<file path="src/rtl/axi4_lite_pkg.sv">
`default_nettype none
// ============================================================================
// Module      : axi4_lite_pkg
// Description : AXI4-lite response codes, bridge state encoding and defaults.
// Revision    : 1.0 - initial release
// ============================================================================
package axi4_lite_pkg;

    typedef enum logic [1:0] {
        RESP_OKAY   = 2'b00,
        RESP_EXOKAY = 2'b01,
        RESP_SLVERR = 2'b10,
        RESP_DECERR = 2'b11
    } resp_t;

    typedef enum logic [2:0] {
        ST_IDLE    = 3'd0,
        ST_WRITE   = 3'd1,
        ST_WR_RESP = 3'd2,
        ST_RD_ADDR = 3'd3,
        ST_RD_DATA = 3'd4,
        ST_DRAIN   = 3'd5
    } bridge_state_t;

    localparam logic [2:0] PROT_DEFAULT = 3'b000;
    localparam int         TMO_CNT_W    = 16;

endpackage
`default_nettype wire

</file>
<file path="src/rtl/mem_axi_bridge.sv">
`default_nettype none
// ============================================================================
// Module      : mem_axi_bridge
// Description : Single-outstanding core data port to AXI4-lite manager, with
//               a cycle timeout that releases the core and drains the bus.
// Revision    : 1.0 - initial release
// ============================================================================
module mem_axi_bridge
    import axi4_lite_pkg::*;
#(
    parameter int WIDTH   = 32,
    parameter int TIMEOUT = 255
) (
    input  logic                 aclk,
    input  logic                 areset,
    // core side
    input  logic                 req,
    input  logic                 we,
    input  logic [WIDTH-1:0]     addr,
    input  logic [WIDTH-1:0]     wdata,
    input  logic [WIDTH/8-1:0]   wstrb,
    output logic                 busy,
    output logic                 done,
    output logic [WIDTH-1:0]     rdata,
    output logic                 err,
    output logic                 timeout,
    // AXI4-lite manager
    output logic [WIDTH-1:0]     m_axi_awaddr,
    output logic [2:0]           m_axi_awprot,
    output logic                 m_axi_awvalid,
    input  logic                 m_axi_awready,
    output logic [WIDTH-1:0]     m_axi_wdata,
    output logic [WIDTH/8-1:0]   m_axi_wstrb,
    output logic                 m_axi_wvalid,
    input  logic                 m_axi_wready,
    input  logic [1:0]           m_axi_bresp,
    input  logic                 m_axi_bvalid,
    output logic                 m_axi_bready,
    output logic [WIDTH-1:0]     m_axi_araddr,
    output logic [2:0]           m_axi_arprot,
    output logic                 m_axi_arvalid,
    input  logic                 m_axi_arready,
    input  logic [WIDTH-1:0]     m_axi_rdata,
    input  logic [1:0]           m_axi_rresp,
    input  logic                 m_axi_rvalid,
    output logic                 m_axi_rready
);

    localparam int                   STRB_W   = WIDTH / 8;
    localparam logic [TMO_CNT_W-1:0] TMO_LAST = TMO_CNT_W'(TIMEOUT - 1);

    bridge_state_t        state, next_state;
    logic [TMO_CNT_W-1:0] tmo_cnt;
    logic                 aw_pend, w_pend, b_pend, ar_pend, r_pend;
    logic [WIDTH-1:0]     addr_q, wdata_q;
    logic [STRB_W-1:0]    wstrb_q;

    logic accept, tmo_hit, pend_clear;
    logic aw_hs, w_hs, b_hs, ar_hs, r_hs;
    logic fin_ok, fin_err, fin_rd, fin_tmo;

    // Every AXI output is decoded from registers only, so no input reaches an output.
    always_comb begin
        busy          = (state != ST_IDLE);
        m_axi_awaddr  = addr_q;
        m_axi_araddr  = addr_q;
        m_axi_awprot  = PROT_DEFAULT;
        m_axi_arprot  = PROT_DEFAULT;
        m_axi_wdata   = wdata_q;
        m_axi_wstrb   = wstrb_q;
        m_axi_awvalid = aw_pend;
        m_axi_wvalid  = w_pend;
        m_axi_arvalid = ar_pend;
        m_axi_bready  = b_pend & ~aw_pend & ~w_pend;
        m_axi_rready  = r_pend & ~ar_pend;
    end

    assign aw_hs  = m_axi_awvalid & m_axi_awready;
    assign w_hs   = m_axi_wvalid  & m_axi_wready;
    assign b_hs   = m_axi_bready  & m_axi_bvalid;
    assign ar_hs  = m_axi_arvalid & m_axi_arready;
    assign r_hs   = m_axi_rready  & m_axi_rvalid;
    assign accept = (state == ST_IDLE) & req;
    assign tmo_hit = (tmo_cnt == TMO_LAST);

    assign pend_clear = ~(aw_pend & ~aw_hs) & ~(w_pend & ~w_hs) & ~(b_pend & ~b_hs)
                      & ~(ar_pend & ~ar_hs) & ~(r_pend & ~r_hs);

    // A final handshake landing on the timeout cycle takes priority over the timeout.
    always_comb begin
        next_state = state;
        fin_ok     = 1'b0;
        fin_err    = 1'b0;
        fin_rd     = 1'b0;
        fin_tmo    = 1'b0;
        case (state)
            ST_IDLE: begin
                if (req) begin
                    next_state = we ? ST_WRITE : ST_RD_ADDR;
                end
            end
            ST_WRITE: begin
                if (tmo_hit) begin
                    fin_tmo    = 1'b1;
                    next_state = ST_DRAIN;
                end else if ((~aw_pend | aw_hs) & (~w_pend | w_hs)) begin
                    next_state = ST_WR_RESP;
                end
            end
            ST_WR_RESP: begin
                if (b_hs) begin
                    fin_ok     = 1'b1;
                    fin_err    = (m_axi_bresp != RESP_OKAY);
                    next_state = ST_IDLE;
                end else if (tmo_hit) begin
                    fin_tmo    = 1'b1;
                    next_state = ST_DRAIN;
                end
            end
            ST_RD_ADDR: begin
                if (tmo_hit) begin
                    fin_tmo    = 1'b1;
                    next_state = ST_DRAIN;
                end else if (ar_hs) begin
                    next_state = ST_RD_DATA;
                end
            end
            ST_RD_DATA: begin
                if (r_hs) begin
                    fin_ok     = 1'b1;
                    fin_rd     = 1'b1;
                    fin_err    = (m_axi_rresp != RESP_OKAY);
                    next_state = ST_IDLE;
                end else if (tmo_hit) begin
                    fin_tmo    = 1'b1;
                    next_state = ST_DRAIN;
                end
            end
            ST_DRAIN: begin
                if (pend_clear) begin
                    next_state = ST_IDLE;
                end
            end
            default: next_state = ST_IDLE;
        endcase
    end

    always_ff @(posedge aclk) begin
        if (areset) begin
            state   <= ST_IDLE;
            tmo_cnt <= '0;
            aw_pend <= 1'b0;
            w_pend  <= 1'b0;
            b_pend  <= 1'b0;
            ar_pend <= 1'b0;
            r_pend  <= 1'b0;
            addr_q  <= '0;
            wdata_q <= '0;
            wstrb_q <= '0;
            done    <= 1'b0;
            err     <= 1'b0;
            timeout <= 1'b0;
            rdata   <= '0;
        end else begin
            state   <= next_state;
            done    <= fin_ok | fin_tmo;
            err     <= fin_err | fin_tmo;
            timeout <= fin_tmo;
            if (fin_tmo) begin
                rdata <= '0;
            end else if (fin_rd) begin
                rdata <= m_axi_rdata;
            end

            if (accept) begin
                tmo_cnt <= '0;
                addr_q  <= addr;
                if (we) begin
                    wdata_q <= wdata;
                    wstrb_q <= wstrb;
                    aw_pend <= 1'b1;
                    w_pend  <= 1'b1;
                    b_pend  <= 1'b1;
                end else begin
                    ar_pend <= 1'b1;
                    r_pend  <= 1'b1;
                end
            end else begin
                if (state != ST_IDLE && state != ST_DRAIN) begin
                    tmo_cnt <= tmo_cnt + 1'b1;
                end
                if (aw_hs) aw_pend <= 1'b0;
                if (w_hs)  w_pend  <= 1'b0;
                if (b_hs)  b_pend  <= 1'b0;
                if (ar_hs) ar_pend <= 1'b0;
                if (r_hs)  r_pend  <= 1'b0;
            end
        end
    end

endmodule
`default_nettype wire

</file>
<file path="config.mk">
export PLATFORM = sky130hd
export DESIGN_NAME = mem_axi_bridge
export DESIGN_NICKNAME = d
export VERILOG_FILES = /design/src/rtl/axi4_lite_pkg.sv /design/src/rtl/mem_axi_bridge.sv
export SDC_FILE = /design/constraint.sdc
export NUM_CORES = 1
export LEC_CHECK = 0
export CAP_MARGIN = 15
export CORE_MARGIN = 2
export CORE_UTILIZATION = 30
export CTS_CLUSTER_DIAMETER = 200
export DETAILED_ROUTE_END_ITERATION = 8
export PLACE_DENSITY_LB_ADDON = 0.05
export SLEW_MARGIN = 15
export SYNTH_ARGS = -nofsm -noshare
export SYNTH_HDL_FRONTEND = slang
export SYNTH_SLANG_ARGS = --single-unit
</file>
<file path="constraint.sdc">
create_clock -name aclk -period 1.7 [get_ports aclk]
set_input_delay 0.34 -clock aclk [delete_from_list [all_inputs] [get_ports aclk]]
set_output_delay 0.34 -clock aclk [all_outputs]
set_load 0.005 [all_outputs]
</file>
==> results of run 1 <==
==> power breakdown <==
part / switching (µW) / leakage [µW] / internal (µW)
clock network: 1280 / 0.000310 / 2680
logic: 1370 / 0.00185 / 1640
registers: 262 / 0.00104 / 3300
==> sequential cells by signal (all words and copies together) (netlist names), 3 cells and up <==
register	cells
state	3
m_axi_wdata	32
m_axi_araddr	32
m_axi_wstrb	4
rdata	32
tmo_cnt	16
==> what timing repair did <==
action / 4_1_cts / 5_1_grt
resized for setup: 19 / 16
endpoints found under the setup margin: 40 / 44
pin swaps: 6 / 6
setup buffers: 11 / 0
==> layer usage <==
metal	GRT usage, %	part of all wire [%]	vias to the layer above
met5	0	0	-
met4	5.73	1.4	0
met3	5.41	7.3	14
met2	29.8	50	168
met1	20.4	42	2399
li1	-	-	2584
==> final timing paths <==
check                                from  cells after the start                     end  slack, ps
setup reg to reg  tmo_cnt[0]$_SDFFE_PP0P_                      9   state[0]$_SDFFE_PP0P_        -20
hold / removal                     areset                      2      timeout$_SDFF_PP0_        270
hold reg to reg    rdata[17]$_SDFFE_PP0P_                      2  rdata[17]$_SDFFE_PP0P_        450
setup / recovery  tmo_cnt[0]$_SDFFE_PP0P_                      9   state[0]$_SDFFE_PP0P_        -20
==> critical path, delay by kind of cell (launching register included) <==
kind	cells	cell delay (ps)
flops	1	320
buf+inv	3	430
fa+ha+maj	1	110
simple gates	4	660
compound gates	1	80
==> kinds of logic (layout without fill, tap and decap cells) <==
group / count (synthesis) / after routing / synth area share, %
adder cells (fa/ha/maj): 2 / 2 / 0.480
XOR/XNOR: 14 / 14 / 2.71
flip-flops: 127 / 127 / 48.7
other: 1 / 6 / 0.0719
AND/OR/NAND/NOR: 284 / 284 / 23.2
AO/OA/AOI/OAI: 140 / 140 / 14.8
buffers and inverters: 86 / 339 / 9.93
==> placed cells by master (no fill, tap or decap), types with 2 or more instances in the layout <==
cell type | netlist | routed
conb_1 | 1 | 6
clkinv_2 | 0 | 2
and2_1 | 4 | 4
dfxtp_1 | 127 | 117
o21ai_0 | 5 | 4
nand4_1 | 2 | 2
and3_1 | 5 | 5
inv_2 | 0 | 2
xnor2_1 | 6 | 5
nand2_1 | 212 | 212
o22ai_1 | 3 | 3
dfxtp_2 | 0 | 10
buf_4 | 40 | 39
a21oi_1 | 111 | 110
clkdlybuf4s50_1 | 0 | 246
o211ai_1 | 3 | 3
nor3_2 | 1 | 3
bufinv_16 | 0 | 5
clkbuf_1 | 17 | 3
nand2b_1 | 5 | 5
xor2_1 | 7 | 7
or3_1 | 2 | 2
buf_12 | 0 | 7
nor3_1 | 6 | 3
nand3_1 | 5 | 5
clkbuf_8 | 0 | 2
o21ai_1 | 6 | 6
nor2b_1 | 8 | 8
nor2_1 | 22 | 21
clkbuf_16 | 0 | 17
dlygate4sd2_1 | 0 | 4
dlymetal6s2s_1 | 0 | 2
inv_1 | 8 | 6
clkinvlp_4 | 0 | 2
nor2_2 | 1 | 2
==> area by class of cell <==
cell class / count / area (µm²) / share of cell area [%]
Inverter: 8 / 30.0 / 0.344
Clock inverter: 10 / 184 / 2.11
Clock buffer: 22 / 464 / 5.32
Multi-Input combinational cell: 446 / 2260 / 25.9
Sequential cell: 127 / 2550 / 29.3
Tap cell: 225 / 282 / 3.22
Timing Repair Buffer: 299 / 2960 / 33.9
==> metrics by stage <==
stage / setup TNS, ps / instances / hold slack (ps) / utilization [%] / cell area (µm²)
4_1_cts: -25.2 / 1138 / 221 / 50.6 / 8690
6_report: -44.0 / 1137 / 270 / 50.8 / 8730
5_1_grt: -3070 / 1137 / 270 / 50.8 / 8730
2_1_floorplan: 0 / 659 / 450 / - / 5240
3_3_place_gp: -3610 / 1095 / 442 / 46.1 / 7910
3_5_place_dp: -4930 / 1095 / 446 / 46.1 / 7910
==> summary.md, run 1 <==
| Metric | Value |
|---|---|
| Yosys cell types | 50 |
| Vias post-DR | 5165 |
| Starting Density | 30.4% |
| Die height | 136 µm |
| CTS H-tree depth | 4 |
| Vias in the first global route | 4883 |
| Max Fclk | 580 MHz |
| Routed WL | 16500 µm |
| Final Hold Fails | 0 |
| Place WS | -274 ps |
| RSZ-0062 raised after global routing | true |
| Clock-pin slew on the worst setup and hold paths | 50 ps |
| Post-DP HPWL | 12000 µm |
| First-pass GRT wire length | 24900 µm |
| Cell mode on critical path | buf_4 |
| CP max-delay cell | dfxtp_2 |
| Yosys warnings | 0 |
| Worst VDD drop | 0.679 mV |
| Final setup vio count | 3 |
| Die X | 136 µm |
| Top-area cell type share of the netlist area | 48.7% |
| 1st-iter DRT viols | 199 |
| Post-Synthesis Cells | 654 |
| #FFs+latches synth | 127 |
| Max_cap viols | 0 |
| EDFF count, synth | 0 |
| Root Driver | clkbuf_16 |
| Initial antenna violation count | 0 |
| Congestion Overflow GR | 0 |
| Seq/Total Area, Yosys | 48.7% |
| Skew-Pair Late Insertion Delay | 410 ps |
| Sink Count | 127 |
| Synth Area per Inst | 7.98 µm² |
| Top_reg_cell synth | dfxtp_1 |
| Max Transition Viols Final | 0 |
| Hold Path Class | input pin to register |
| Failing checks | negative setup slack |
| Status | finished with violations |
| Skew final | 7.74 ps |
| Hold buffers post-CTS | 0 |
| Worst Setup End Kind | register |
| RePlAce Congestion | 0.895 |
| Commonest cells in the netlist | nand2_1 (212), dfxtp_1 (127), a21oi_1 (111) |
| CTS tree | done |
| Num rows | 48 |
| Final #Nets | 1014 |
| Synth async-reset ratio | 0% |
| Pre-antenna DRT Iters | 4 |
| Crit-path cells | inv_2 -> ha_4 -> nor4b_4 -> nand4_1 -> buf_4 -> and4_4 -> buf_4 -> nor2_2 -> o22ai_1 |
| Largest net degree at the start of global routing | 40 |
| Synth area leaders | dfxtp_1 (49%), nand2_1 (15%), a21oi_1 (11%), buf_4 (5.8%), buf_2 (1.7%) |
| Critical Path Start Type | register |
| Detail Route Antenna Nets | 0 |
| Cell with the most instances after synthesis | nand2_1 |
| Io pins | 260 |
| Area Overhead vs Synth | 67.4% |
| Worst Slack Setup Final | -24.9 ps |
| Full die area | 18500 µm² |
| Crit-path max FO | 4 |
| CTS Buf Count | 17 |
| Power per cell area | 1210 nW/µm² |
| Worst Path Required | 1990 ps |
| Final worst path period need | 1720 ps |
| Share of cells above drive strength 1 | 11.7% |
| Power, Total | 10500 µW |
| PortBufs | 253 |
| Number of inserted diodes | 0 |
| Total track usage | 17.3% |
| Core ar. | 17200 µm² |
| Period utilization | 101% |
| CP max stage delay | 320 ps |
| Critical Path AT | 2010 ps |
| P_leak | 0.00320 µW |
| FILL cells | 1664 |
| DR WL/cell | 14.5 µm |
| Synth area leader | dfxtp_1 |
| CTS Buffer Depth | 2 |
| Vias/cell | 4.54 |
| Mapped Area | 5220 µm² |
| Drt drc | 0 |
| Setup CP Type | register to register |
Note: power is estimated with default switching activity, not from simulation.
==> inputs of run 2 (changes only) <==
--- a/config.mk
+++ b/config.mk
@@ -5,7 +5,7 @@
 export SDC_FILE = /design/constraint.sdc
 export NUM_CORES = 1
 export LEC_CHECK = 0
-export CAP_MARGIN = 15
+export CAP_MARGIN = 20
 export CORE_MARGIN = 2
 export CORE_UTILIZATION = 30
 export CTS_CLUSTER_DIAMETER = 200
@@ -15,3 +15,4 @@
 export SYNTH_ARGS = -nofsm -noshare
 export SYNTH_HDL_FRONTEND = slang
 export SYNTH_SLANG_ARGS = --single-unit
+export TNS_END_PERCENT = 1
==> summary.md, run 2 (synthesis gave the netlist of run 1 again) <==
| Metric | Value |
|---|---|
| Status | finished with violations |
| Failing checks | negative setup slack |
| Placed Cells incl. Taps | 1095 (unchanged) |
| Hold path cells | 2 (unchanged) |
| Vias/cell | 4.54 (about the same) |
| Final #Nets | 1006 (-0.79%) |
| Reg2reg end | state[1]$_SDFFE_PP0P_ |
| Die height | 136 µm (unchanged) |
| Multi-input gate area | 2220 µm² (-1.7%) |
| Post-DP HPWL | 12000 µm (unchanged) |
| Clock-pin slew on the worst setup and hold paths | 50 ps (about the same) |
| Area Overhead vs Synth | 65.6% |
| Period utilization | 103% (+1.7 points) |
| Hold Startpoint | areset |
| Max Transition Viols Final | 0 (unchanged) |
| CTS H-tree depth | 4 (unchanged) |
| Core Util, Final | 50.3% (-0.55 points) |
| CTS Buffer Depth | 2 (unchanged) |
| Commonest non-fill, non-tap cells in the layout | clkdlybuf4s50_1 (246), nand2_1 (212), dfxtp_1 (117) |
| 1st-iter DRT viols | 216 (+8.5%) |
| Final setup vio count | 3 (unchanged) |
| PortBufs | 253 (unchanged) |
| RSZ-0062 raised after global routing | true |
| Worst Setup End Kind | register |
| CTS tree | done |
| Share of cells above drive strength 1 | 10.2% (-1.6 points) |
| FILL cells | 1678 (+0.84%) |
| Register area | 2550 µm² (unchanged) |
| Core ar. | 17200 µm² (unchanged) |
| Full die area | 18500 µm² (unchanged) |
| Worst Path Required | 2050 ps (+60 ps) |
| R2R Setup Slk | -50 ps (-30 ps) |
| Num rows | 48 (unchanged) |
| Total track usage | 17.0% (-0.33 points) |
| Final worst path period need | 1750 ps (+29.5 ps) |
| Hold Path Class | input pin to register |
| P_leak | 0.00315 µW (-1.4%) |
| Vias in the first global route | 4797 (-1.8%) |
| Setup CP Type | register to register |
| Worst hold margin | 265 ps (-5.19 ps) |
| Congestion Overflow GR | 0 (unchanged) |
| RePlAce Congestion | 0.895 (unchanged) |
| CTS Buf Count | 17 (unchanged) |
| Root Driver | clkbuf_16 |
| Worst r2r src | tmo_cnt[0]$_SDFFE_PP0P_ |
| Skew final | 7.55 ps (-0.190 ps) |
| Critical Path Start Type | register |
| Vias post-DR | 5132 (-0.64%) |
| Sink Count | 127 (unchanged) |
| Pre-antenna DRT Iters | 7 (+3) |
| Drt drc | 0 (unchanged) |
| Place WS | -274 ps (unchanged) |
| Io pins | 260 (unchanged) |
| DR WL/cell | 14.3 µm (-1.2%) |
| Final Hold Fails | 0 (unchanged) |
| Power per cell area | 1200 nW/µm² (-0.23%) |
| Hold buffers post-CTS | 0 (unchanged) |
| Skew-Pair Late Insertion Delay | 410 ps (about the same) |
| Die X | 136 µm (unchanged) |
| Routed WL | 16200 µm (-1.8%) |
| Worst VDD drop | 0.683 mV (+0.52%) |
| Starting Density | 30.4% (unchanged) |
| Crit-path max FO | 5 (+1) |
| Critical Path AT | 2110 ps (+100 ps) |
| Max_cap viols | 0 (unchanged) |
| Worst r2r path cells | 8 (-1) |
| Detail Route Antenna Nets | 0 (unchanged) |
| Largest net degree at the start of global routing | 40 (unchanged) |
| Max Fclk | 570 MHz (-1.7%) |
| Cell Count, Final, Fillers Out | 1130 (-0.62%) |
| Worst hold endpoint | timeout$_SDFF_PP0_ |
| Worst Slack Setup Final | -54.4 ps (-29.5 ps) |
| Most common cell after layout, fill and taps aside | clkdlybuf4s50_1 |
| First-pass GRT wire length | 24500 µm (-1.9%) |
| Initial antenna violation count | 1 (+1) |
run 2: final cells by class:
cell class              instances  area share, %
well taps                     225           3.26
clock inverters                10           2.13
clock buffers                  22           5.37
flip-flops and latches        127           29.6
multi-input cells             446           25.7
diodes                          1         0.0290
inverters                       8          0.348
repair buffers                291           33.6
run 2: report_power, final:
group	leakage [µW]	total [µW]	internal (µW)	switching (µW)
Clock	0.000310	3960	2680	1280
Combinational	0.00181	2880	1560	1320
Sequential	0.00104	3550	3300	252
Total	0.00315	10400	7540	2850
run 2: per-layer routing:
| metal | global-route usage, % | vias up | part of all wire, % |
|---|---|---|---|
| met5 | 0 | - | 0 |
| met4 | 5.84 | 0 | 1.4 |
| met3 | 5.18 | 16 | 7.3 |
| met2 | 28.9 | 172 | 49 |
| met1 | 20.3 | 2375 | 42 |
| li1 | - | 2569 | - |
run 2: how the worst max path moves through the flow:
stage | from | to | cells past startpoint
finish | tmo_cnt[0]$_SDFFE_PP0P_ | state[1]$_SDFFE_PP0P_ | 8
global route | tmo_cnt[0]$_SDFFE_PP0P_ | state[1]$_SDFFE_PP0P_ | 8
detailed placement | m_axi_bvalid | state[0]$_SDFFE_PP0P_ | 6
floorplan | tmo_cnt[0]$_SDFFE_PP0P_ | rdata[0]$_SDFFE_PP0P_ | 8
CTS | tmo_cnt[0]$_SDFFE_PP0P_ | state[1]$_SDFFE_PP0P_ | 8
global placement | m_axi_bvalid | state[0]$_SDFFE_PP0P_ | 6
run 2: critical path: stages (launching register included):
cell and delay, ps:
dfxtp_2 320, inv_2 70, ha_4 110, nor4b_4 170, nand4_1 220, buf_4 220, and4_4 160, nor4_4 280
a21o_1 150
run 2: timing repair:
action | CTS | global route
setup endpoints to repair | 40 | 44
pin swaps | 2 | 4
gates resized for setup | 9 | 17
buffers inserted | 0 | 2
endpoints found under the hold margin | 0 | 0
run 2: through the flow:
| stage | power, µW | TNS [ps] | cell area (µm²) |
|---|---|---|---|
| 2_1_floorplan | 4990 | 0 | 5240 |
| 3_3_place_gp | 6420 | -3610 | 7910 |
| 3_5_place_dp | 6480 | -4930 | 7910 |
| 4_1_cts | 10500 | -1600 | 8560 |
| 5_1_grt | 11000 | -2720 | 8640 |
| 6_report | 10400 | -71.9 | 8640 |
